**src/rtl/stream_uart_pkg.sv**
```systemverilog
// Shared definitions for the stream-to-UART transmitter: FSM encoding,
// parity selectors, end-of-line characters and the baud divisor helper.
package stream_uart_pkg;

    typedef enum logic [2:0] {
        ST_IDLE,
        ST_START,
        ST_DATA,
        ST_PAR,
        ST_STOP
    } uart_state_t;

    localparam int PAR_NONE = 0;
    localparam int PAR_ODD  = 1;
    localparam int PAR_EVEN = 2;

    localparam logic [7:0] EOL_CR = 8'h0D;
    localparam logic [7:0] EOL_LF = 8'h0A;

    // Rounded clock cycles per bit.
    function automatic int calc_div(input int clk_freq_hz, input int baud);
        return (clk_freq_hz + baud / 2) / baud;
    endfunction

endpackage

```
**src/rtl/stream_uart_fifo.sv**
```systemverilog
// Synchronous FIFO with one spare pointer bit to tell full from empty and
// a registered read port that updates on every pop.
module stream_uart_fifo #(
    parameter int WIDTH = 9,
    parameter int DEPTH = 16
) (
    input  logic                     clk,
    input  logic                     rst_n,
    input  logic                     push,
    input  logic [WIDTH-1:0]         wdata,
    input  logic                     pop,
    output logic [WIDTH-1:0]         rdata,
    output logic                     full,
    output logic                     empty,
    output logic [$clog2(DEPTH):0]   level
);

    localparam int AW = $clog2(DEPTH);
    localparam logic [AW:0] FULL_LEVEL = (AW + 1)'(DEPTH);

    logic [WIDTH-1:0] mem [DEPTH];
    logic [AW:0]      wr_ptr_reg;
    logic [AW:0]      rd_ptr_reg;
    logic [WIDTH-1:0] rdata_reg;
    logic             push_ok;
    logic             pop_ok;

    assign level   = wr_ptr_reg - rd_ptr_reg;
    assign full    = (level == FULL_LEVEL);
    assign empty   = (wr_ptr_reg == rd_ptr_reg);
    assign push_ok = push & ~full;
    assign pop_ok  = pop & ~empty;
    assign rdata   = rdata_reg;

    always_ff @(posedge clk) begin
        if (push_ok) begin
            mem[wr_ptr_reg[AW-1:0]] <= wdata;
        end
    end

    always_ff @(posedge clk or negedge rst_n) begin
        if (!rst_n) begin
            wr_ptr_reg <= '0;
            rd_ptr_reg <= '0;
            rdata_reg  <= '0;
        end else begin
            if (push_ok) begin
                wr_ptr_reg <= wr_ptr_reg + 1'b1;
            end
            if (pop_ok) begin
                rdata_reg  <= mem[rd_ptr_reg[AW-1:0]];
                rd_ptr_reg <= rd_ptr_reg + 1'b1;
            end
        end
    end

endmodule

```
**src/rtl/stream_uart_tx.sv**
```systemverilog
// Stream-to-UART transmitter: FIFO-buffered bytes serialised LSB first with
// optional parity, one or two stop bits and CR/LF insertion after tlast.
module stream_uart_tx
    import stream_uart_pkg::*;
#(
    parameter int CLK_FREQ_HZ = 16000000,
    parameter int BAUD        = 57600,
    parameter int FIFO_DEPTH  = 16,
    parameter int PARITY      = 0,
    parameter int STOP_BITS   = 1,
    parameter int EOL_MODE    = 0
) (
    input  logic                          i_clk,
    input  logic                          i_rst_n,
    input  logic [7:0]                    i_tdata,
    input  logic                          i_tlast,
    input  logic                          i_tvalid,
    output logic                          o_tready,
    output logic                          o_uart_tx,
    output logic                          o_busy,
    output logic [$clog2(FIFO_DEPTH):0]   o_level
);

    localparam int DIV = calc_div(CLK_FREQ_HZ, BAUD);
    localparam int CW  = (DIV > 2) ? $clog2(DIV) : 1;
    localparam int LW  = $clog2(FIFO_DEPTH) + 1;
    localparam logic [CW-1:0] BAUD_MAX   = CW'(DIV - 1);
    localparam logic [LW-1:0] FULL_LEVEL = LW'(FIFO_DEPTH);
    localparam logic          LAST_STOP  = 1'(STOP_BITS - 1);

    if (DIV < 2) begin : g_bad_div
        $error("stream_uart_tx: clock too slow for requested baud rate");
    end
    if (FIFO_DEPTH < 2 || (FIFO_DEPTH & (FIFO_DEPTH - 1)) != 0) begin : g_bad_depth
        $error("stream_uart_tx: FIFO_DEPTH must be a power of two >= 2");
    end
    if (PARITY < 0 || PARITY > 2) begin : g_bad_parity
        $error("stream_uart_tx: PARITY must be 0, 1 or 2");
    end
    if (STOP_BITS != 1 && STOP_BITS != 2) begin : g_bad_stop
        $error("stream_uart_tx: STOP_BITS must be 1 or 2");
    end

    uart_state_t   state_reg, state_next;
    logic [CW-1:0] baud_cnt_reg, baud_cnt_next;
    logic [2:0]    bit_idx_reg, bit_idx_next;
    logic          stop_idx_reg, stop_idx_next;
    logic [1:0]    eol_cnt_reg, eol_cnt_next;
    logic          src_fifo_reg, src_fifo_next;
    logic [7:0]    eol_char_reg, eol_char_next;
    logic          tx_reg, tx_next;
    logic          tready_reg;

    logic          push;
    logic          pop;
    logic [8:0]    fifo_rdata;
    logic          fifo_full;
    logic          fifo_empty;
    logic [LW-1:0] fifo_level;
    logic [LW-1:0] level_next;
    logic [7:0]    cur_byte;
    logic          parity_bit;
    logic          bit_tick;

    assign push = i_tvalid & tready_reg & ~fifo_full;

    stream_uart_fifo #(
        .WIDTH (9),
        .DEPTH (FIFO_DEPTH)
    ) u_fifo (
        .clk   (i_clk),
        .rst_n (i_rst_n),
        .push  (push),
        .wdata ({i_tlast, i_tdata}),
        .pop   (pop),
        .rdata (fifo_rdata),
        .full  (fifo_full),
        .empty (fifo_empty),
        .level (fifo_level)
    );

    // The popped byte stays in the FIFO read register for the whole frame.
    assign cur_byte   = src_fifo_reg ? fifo_rdata[7:0] : eol_char_reg;
    assign parity_bit = (^cur_byte) ^ (PARITY == PAR_ODD);
    assign bit_tick   = (baud_cnt_reg == '0);
    assign level_next = fifo_level + LW'(push) - LW'(pop);

    always_comb begin
        state_next    = state_reg;
        baud_cnt_next = baud_cnt_reg;
        bit_idx_next  = bit_idx_reg;
        stop_idx_next = stop_idx_reg;
        eol_cnt_next  = eol_cnt_reg;
        src_fifo_next = src_fifo_reg;
        eol_char_next = eol_char_reg;
        pop           = 1'b0;
        tx_next       = 1'b1;

        if (state_reg != ST_IDLE) begin
            baud_cnt_next = bit_tick ? BAUD_MAX : baud_cnt_reg - 1'b1;
        end

        case (state_reg)
            ST_IDLE: begin
                if (eol_cnt_reg != 2'd0) begin
                    eol_char_next = (eol_cnt_reg == 2'd2) ? EOL_CR : EOL_LF;
                    eol_cnt_next  = eol_cnt_reg - 2'd1;
                    src_fifo_next = 1'b0;
                    baud_cnt_next = BAUD_MAX;
                    state_next    = ST_START;
                end else if (!fifo_empty) begin
                    pop           = 1'b1;
                    src_fifo_next = 1'b1;
                    baud_cnt_next = BAUD_MAX;
                    state_next    = ST_START;
                end
            end
            ST_START: begin
                tx_next = 1'b0;
                if (bit_tick) begin
                    bit_idx_next = 3'd0;
                    state_next   = ST_DATA;
                    if (EOL_MODE == 1 && src_fifo_reg && fifo_rdata[8]) begin
                        eol_cnt_next = 2'd2;
                    end
                end
            end
            ST_DATA: begin
                tx_next = cur_byte[bit_idx_reg];
                if (bit_tick) begin
                    stop_idx_next = 1'b0;
                    if (bit_idx_reg == 3'd7) begin
                        state_next = (PARITY != PAR_NONE) ? ST_PAR : ST_STOP;
                    end else begin
                        bit_idx_next = bit_idx_reg + 3'd1;
                    end
                end
            end
            ST_PAR: begin
                tx_next = parity_bit;
                if (bit_tick) begin
                    state_next = ST_STOP;
                end
            end
            ST_STOP: begin
                if (bit_tick) begin
                    if (stop_idx_reg == LAST_STOP) begin
                        state_next = ST_IDLE;
                    end else begin
                        stop_idx_next = 1'b1;
                    end
                end
            end
            default: begin
                state_next = ST_IDLE;
            end
        endcase
    end

    // Line and ready are registered so the pin never glitches.
    always_ff @(posedge i_clk or negedge i_rst_n) begin
        if (!i_rst_n) begin
            state_reg    <= ST_IDLE;
            baud_cnt_reg <= '0;
            bit_idx_reg  <= '0;
            stop_idx_reg <= 1'b0;
            eol_cnt_reg  <= '0;
            src_fifo_reg <= 1'b0;
            eol_char_reg <= '0;
            tx_reg       <= 1'b1;
            tready_reg   <= 1'b0;
        end else begin
            state_reg    <= state_next;
            baud_cnt_reg <= baud_cnt_next;
            bit_idx_reg  <= bit_idx_next;
            stop_idx_reg <= stop_idx_next;
            eol_cnt_reg  <= eol_cnt_next;
            src_fifo_reg <= src_fifo_next;
            eol_char_reg <= eol_char_next;
            tx_reg       <= tx_next;
            tready_reg   <= (level_next != FULL_LEVEL);
        end
    end

    assign o_uart_tx = tx_reg;
    assign o_tready  = tready_reg;
    assign o_level   = fifo_level;
    assign o_busy    = (state_reg != ST_IDLE) || !fifo_empty || (eol_cnt_reg != 2'd0);

endmodule

```
**config.mk**
```make
export PLATFORM = sky130hd
export DESIGN_NAME = stream_uart_tx
export DESIGN_NICKNAME = d
export VERILOG_FILES = /design/src/rtl/stream_uart_pkg.sv /design/src/rtl/stream_uart_fifo.sv /design/src/rtl/stream_uart_tx.sv
export SDC_FILE = /design/constraint.sdc
export NUM_CORES = 1
export LEC_CHECK = 0
export BUFFER_PORTS_ARGS = -buffer_cell sky130_fd_sc_hd__buf_2
export CAP_MARGIN = 20
export CORE_MARGIN = 5
export CORE_UTILIZATION = 43
export CTS_CLUSTER_DIAMETER = 120
export DETAILED_ROUTE_END_ITERATION = 6
export GPL_TIMING_DRIVEN = 0
export PLACE_DENSITY = 0.58
export SLEW_MARGIN = 10
export SYNTH_ARGS = -nofsm -noshare
export SYNTH_HDL_FRONTEND = slang
export SYNTH_SLANG_ARGS = --single-unit
```
**constraint.sdc**
```tcl
create_clock -name i_clk -period 4.6 [get_ports i_clk]
set_clock_uncertainty 0.2 [all_clocks]
set_input_delay 0.69 -clock i_clk [delete_from_list [all_inputs] [get_ports i_clk]]
set_output_delay 0.69 -clock i_clk [all_outputs]
set_load 0.05 [all_outputs]
```
## Word-level counts from Yosys, hierarchy flattened

Memories as Yosys holds them, arrays and structs flattened. A register that Yosys moved wholly into a read port is not among the register bits.
Cells that the tools add are included.

| word-level totals | value |
|---|---|
| bits in registers | 39 |
| RAM bits | 144 |
| input port bits | 12 |
| output and inout bits | 8 |
| word-level logic and storage cells | 95 |
| memories | 1 |

Memory list:

| name | depth | bits a word | read ports | clocked after Yosys merged registers in | write ports | line | RTL |
|---|---|---|---|---|---|---|---|
| u_fifo.mem | 16 | 9 | 1 | 1 | 1 | stream_uart_fifo.sv:21 | `logic [WIDTH-1:0] mem [DEPTH];` |

| operators by class | value |
|---|---|
| add/subtract/negate cells | 8 |
| order comparisons | 1 |
| eq/ne operators | 18 |
| multiplexer cells | 34 |
| bitwise gates (word level) | 6 |
| reductions and logical operators | 16 |

Operators with widths:

| operator | number |
|---|---|
| 2-to-1 mux 9 bit | 5 |
| 2-to-1 mux 3 bit | 12 |
| case mux 3 bit (5 select lines) | 1 |
| != test 2 bit, second input constant | 7 |
| 2-to-1 mux 1 bit | 11 |
| adder 5 x 1 -> 5 bit, second input constant | 2 |
| zero test 9 bit | 1 |
| subtractor 9 x 1 -> 9 bit, second input constant | 1 |
| 2-to-1 mux 8 bit | 1 |
| parity 8 bit | 1 |
| AND reduction 7 bit | 1 |
| == test 3 x 2 -> 1 bit, second input constant | 2 |
| == test 3 bit, second input constant | 2 |
| case mux 3 bit (2 select lines) | 1 |
| nonzero test 2 bit | 3 |
| adder 5 x 1 -> 5 bit | 1 |
| == test 5 bit | 1 |
| == test 5 bit, second input constant | 1 |
| != test 5 bit, second input constant | 1 |
| subtractor 5 x 1 -> 5 bit | 1 |
| subtractor 5 bit | 1 |
| bitwise AND 1 bit | 4 |
| less-than comparator 3 x 4 -> 1 bit, second input constant | 1 |
| AND reduction 2 bit | 2 |
| other kinds (16) | 19 |

## Depth between registers and ports, before layout

| depth | value |
|---|---|
| depth after elaboration | 7 |
| mapped depth | 23 |
| depth with buffers taken out | 19 |

## By module

From an unflattened synthesis, not the netlist that was laid out.

| second synthesis, totals | value |
|---|---|
| cell total of the unflattened synthesis | 478 |
| area, all modules | 8,011.4 um^2 |

By module, submodules not included:

| module | instances | cells each | area an instance (um^2) |
|---|---|---|---|
| stream_uart_fifo | 1 | 322 | 6,526.3 |
| stream_uart_tx | 1 | 156 | 1,485.2 |

## Worst setup path after synthesis

OpenSTA, ideal clock, no wires.

| timing | value |
|---|---|
| path kind | reg2reg |
| from | register u_fifo.rd_ptr_reg[1] |
| to | register tready_reg, in the netlist o_tready |
| arrival time | 4.535 ns |
| required time | 4.270 ns |
| setup slack | -0.266 ns |
| cell stages (with the launch flop) | 24 |
| path buffers | 4 |
| period minus slack after synthesis | 4.866 ns |
| cell sequence | dfrtp_1 > clkbuf_1 > clkbuf_1 > buf_1 > inv_1 > ha_1 > nor2b_1 > o21ai_0 > nand2b_1 > xnor2_1 > ha_1 > nand3_1 > o21a_1 > clkbuf_1 > inv_1 > ha_1 > inv_1 > ha_1 > fa_1 > a21oi_1 > o21bai_1 > xnor3_1 > xnor3_1 > nand3_1 |

| between the ends | value |
|---|---|
| longest elaborated chain between the ends | 7 |
| elaborated cells on any way between the ends | 11 |

Ends and longest elaborated chain:

| item | line | RTL |
|---|---|---|
| start, declared | stream_uart_fifo.sv:23 | `logic [AW:0] rd_ptr_reg;` |
| start signal, assigned | stream_uart_fifo.sv:52 | `rd_ptr_reg <= rd_ptr_reg + 1'b1;` |
| subtractor 5 bit | stream_uart_fifo.sv:28 | `assign level = wr_ptr_reg - rd_ptr_reg;` |
| == test 5 bit | stream_uart_fifo.sv:29 | `assign full = (level == FULL_LEVEL);` |
| NOT 1 bit | stream_uart_tx.sv:65 | `assign push = i_tvalid & tready_reg & ~fifo_full;` |
| bitwise AND 1 bit | stream_uart_tx.sv:65 |  |
| adder 5 x 1 -> 5 bit | stream_uart_tx.sv:86 | `assign level_next = fifo_level + LW'(push) - LW'(pop);` |
| subtractor 5 x 1 -> 5 bit * | stream_uart_tx.sv:86 |  |
| != test 5 bit * | stream_uart_tx.sv:181 | `tready_reg <= (level_next != FULL_LEVEL);` |
| end signal, assigned | stream_uart_tx.sv:181 |  |
| end, declared | stream_uart_tx.sv:52 | `logic tready_reg;` |

Every way passes the cells marked *; elsewhere a longest branch is shown, timed or not.
A chain may end at the register's enable or synchronous reset.

## Final worst setup path

Ends and elaborated chain as after synthesis.

==> metrics.cfg <==
[status]
status = complete, no violations

[routing]
drc = 0
first_pass_iters = 5
drt_iter0_drc = 314
antenna_left = 0
wl_per_cell_um = 19.8
drt-total-wl_um = 14600
via_count = 3954
drt-vias-per-instance = 5.36

[floorplan]
core-area_um2 = 16600
die_h_um = 140
row_count = 47
initial_core_util_pct = 44.0
die-area_um2 = 19700
die_x_um = 140
ioPinCount = 20

[global_routing]
grt_max_degree = 42
overflow = 0
grt_pass1_vias = 4020
antenna_found_initial = 0
grtUsageTotal_pct = 15.8
grt_pass1_wl_um = 23200

[setup_path]
cp.arrival_ns = 4.45
path_buf_inv = 7
cp-startpoint = u_fifo.rd_ptr_reg[1]
required_ns = 4.69
path_class = flip-flop to flip-flop
startpoint_type = flip-flop
endpoint_kind = flip-flop
crit_family = adder cells
cpPeakStageDelay_ns = 0.39
crit_chain = buf_8 -> clkbuf_16 -> buf_8 -> inv_1 -> ha_1 -> nor2b_1 -> o21ai_0 -> nand2b_1 -> xnor2_2 -> ha_1 -> nand3_2 -> o21a_2 -> clkbuf_8 -> inv_1 -> ha_1 -> inv_1 -> ha_1 -> fa_2 -> a21oi_1 -> o21bai_1 -> xnor3_1 -> xnor3_1 -> nand3_1
path_max_fanout = 10
rr_startpoint = u_fifo.rd_ptr_reg[1]
worst_path_max_delay_cell = dfrtp_1
path_common_cell = ha_1

[yosys]
synth_top_area_cell = edfxtp_1
synthesis.nets = 499
ys_warn_count = 0
syn_inst = 465
netlist_area_um2 = 7320
netlist-cell-type-count = 45
ys_seq_area_share_pct = 66.5
ys_top_cells_by_area = edfxtp_1, dfrtp_1, mux4_2
yosys_register_bits = 169
synth_top_area_share_pct = 52.5
syn_avg_cell_area_um2 = 15.7

[sta]
rsz0062_at_grt = false
fin_crit_ns = 4.36
fmax_ghz = 0.229
maxSlewViolCount = 0
tns_ns = 0
hold_violations = 0
fin_crit_sh_pct = 94.8
hold-worst-slack_ns = 0.211
slew_headroom_pct = 37.8
setup_viol = 0
worstMarginPinSlew_ns = 0.933

[pwr]
power_per_cell_area_nw_per_um2 = 502
p_leak_nw = 3.02
ir_worst_vdd_v = 0.000437
total_power_mw = 4.18

[cells_and_area]
fin_area_um2 = 8330
layout_commonest_cell = edfxtp_1
final_cells = 737
mostFrequentLayoutCells = edfxtp_1, nand2_1, dfrtp_1, mux4_2, buf_2
antennaDiodeCount = 0
final_layout_size_suffix_gt1_share_pct = 20.7
fillers = 1378
largest_register_ffs = 128
fin_nets = 540
syn_to_final_growth_pct = 13.7

[placement]
hpwlAfterDp_um = 9790
dp.cells = 703
place_congestion = 0.753
io_buffers = 18
dpl_cell_area_um2 = 7690

[flow_run]
drv_cap = 0

[clock_tree]
hold_buffers = 0
clkLatencyLatePin_ns = 0.42
cts_made_buffers = 17
clockRootBuffer = clkbuf_16
clockBufferDepth = 2
path_clk_slew_ns = 0.06
htree_levels = 4
cts_tree = built
clock-sinks = 169

[worst_hold_path]
worstHoldPathType = input port to async pin

-- cells by family after synthesis --
logic type      synth area share (%)
compound gates                  4.55
xor+xnor                        3.73
fa+ha+maj                       3.97
buf+inv                         1.90
flops                           66.5
mux                             11.4
simple gates                    7.97
-- routing by layer --
layer / global-route usage [%] / vias up / share of wire [%]
li1: - / 1856 / -
met2: 24.9 / 73 / 50
met3: 3.61 / 18 / 6.0
met4: 4.33 / 0 / 1.2
met5: 0 / - / 0
met1: 22.1 / 2007 / 43
-- worst paths after layout --
kind	end	slack (ns)	cells after the start
worst max register to register	o_tready	0.24	23
max in group asynchronous	u_fifo.rdata[3]	3.41	1
worst min register to register	u_fifo.rd_ptr_reg[3]	0.27	1
worst max-delay path	o_tready	0.24	23
worst min-delay path	baud_cnt_reg[3]	0.21	1
min in group i_clk	u_fifo.rd_ptr_reg[3]	0.27	1
-- stage by stage --
stage / util (%) / setup WS (ns)
5_1_grt: 50.0 / 0.0284
4_1_cts: 49.9 / 0.0365
2_1_floorplan: - / 0.0804
3_3_place_gp: 46.2 / -0.926
6_report: 50.0 / 0.241
3_5_place_dp: 46.2 / -0.933
-- Yosys cell counts, drive strengths merged --
| cell type | n |
|---|---|
| a21oi | 18 |
| o21ai | 13 |
| inv | 19 |
| a22oi | 1 |
| or3 | 4 |
| a222oi | 8 |
| or2 | 1 |
| mux4 | 35 |
| and2 | 3 |
| fa | 2 |
| nor4 | 2 |
| nor2 | 23 |
| a22o | 2 |
| mux2i | 2 |
| a32o | 1 |
| buf | 8 |
| dfrtp | 40 |
| xnor2 | 19 |
| nand2b | 4 |
| ha | 20 |
| or4b | 1 |
| mux2 | 2 |
| a31oi | 2 |
| xnor3 | 2 |
| o21a | 1 |
| and3 | 13 |
| dfstp | 1 |
| edfxtp | 128 |
| o21bai | 1 |
| nor2b | 8 |
| and4 | 1 |
| o211ai | 1 |
| nand4 | 2 |
| nand2 | 42 |
| o22ai | 2 |
| a21o | 2 |
| nor3 | 11 |
| nand3 | 5 |
| clkbuf | 8 |
| xor2 | 7 |
-- final cells by class --
cell class                      instances  area [µm²]  area share, %
Buffer                                 15         118           1.41
Clock buffer                           18         429           5.15
Clock inverter                         12         103           1.23
Inverter                               19        71.3          0.857
Multi-Input combinational cell        261        2330           28.0
Sequential cell                       169        4870           58.5
Tap cell                              220         275           3.31
Timing Repair Buffer                   23         128           1.53
-- power breakdown --
group          leakage, nW  total [mW]  switching [mW]  internal, mW
Clock                0.238        1.30           0.567         0.734
Sequential            1.65        1.84          0.0546          1.79
Combinational         1.13        1.04           0.627         0.414
-- what timing repair did --
item	in CTS	in global routing
setup endpoints to repair	1	1
gates cloned	0	0
buffers inserted	3	2
resized for setup	13	3
pin swaps	1	1
No activity file was read; power rests on OpenSTA's default activity.
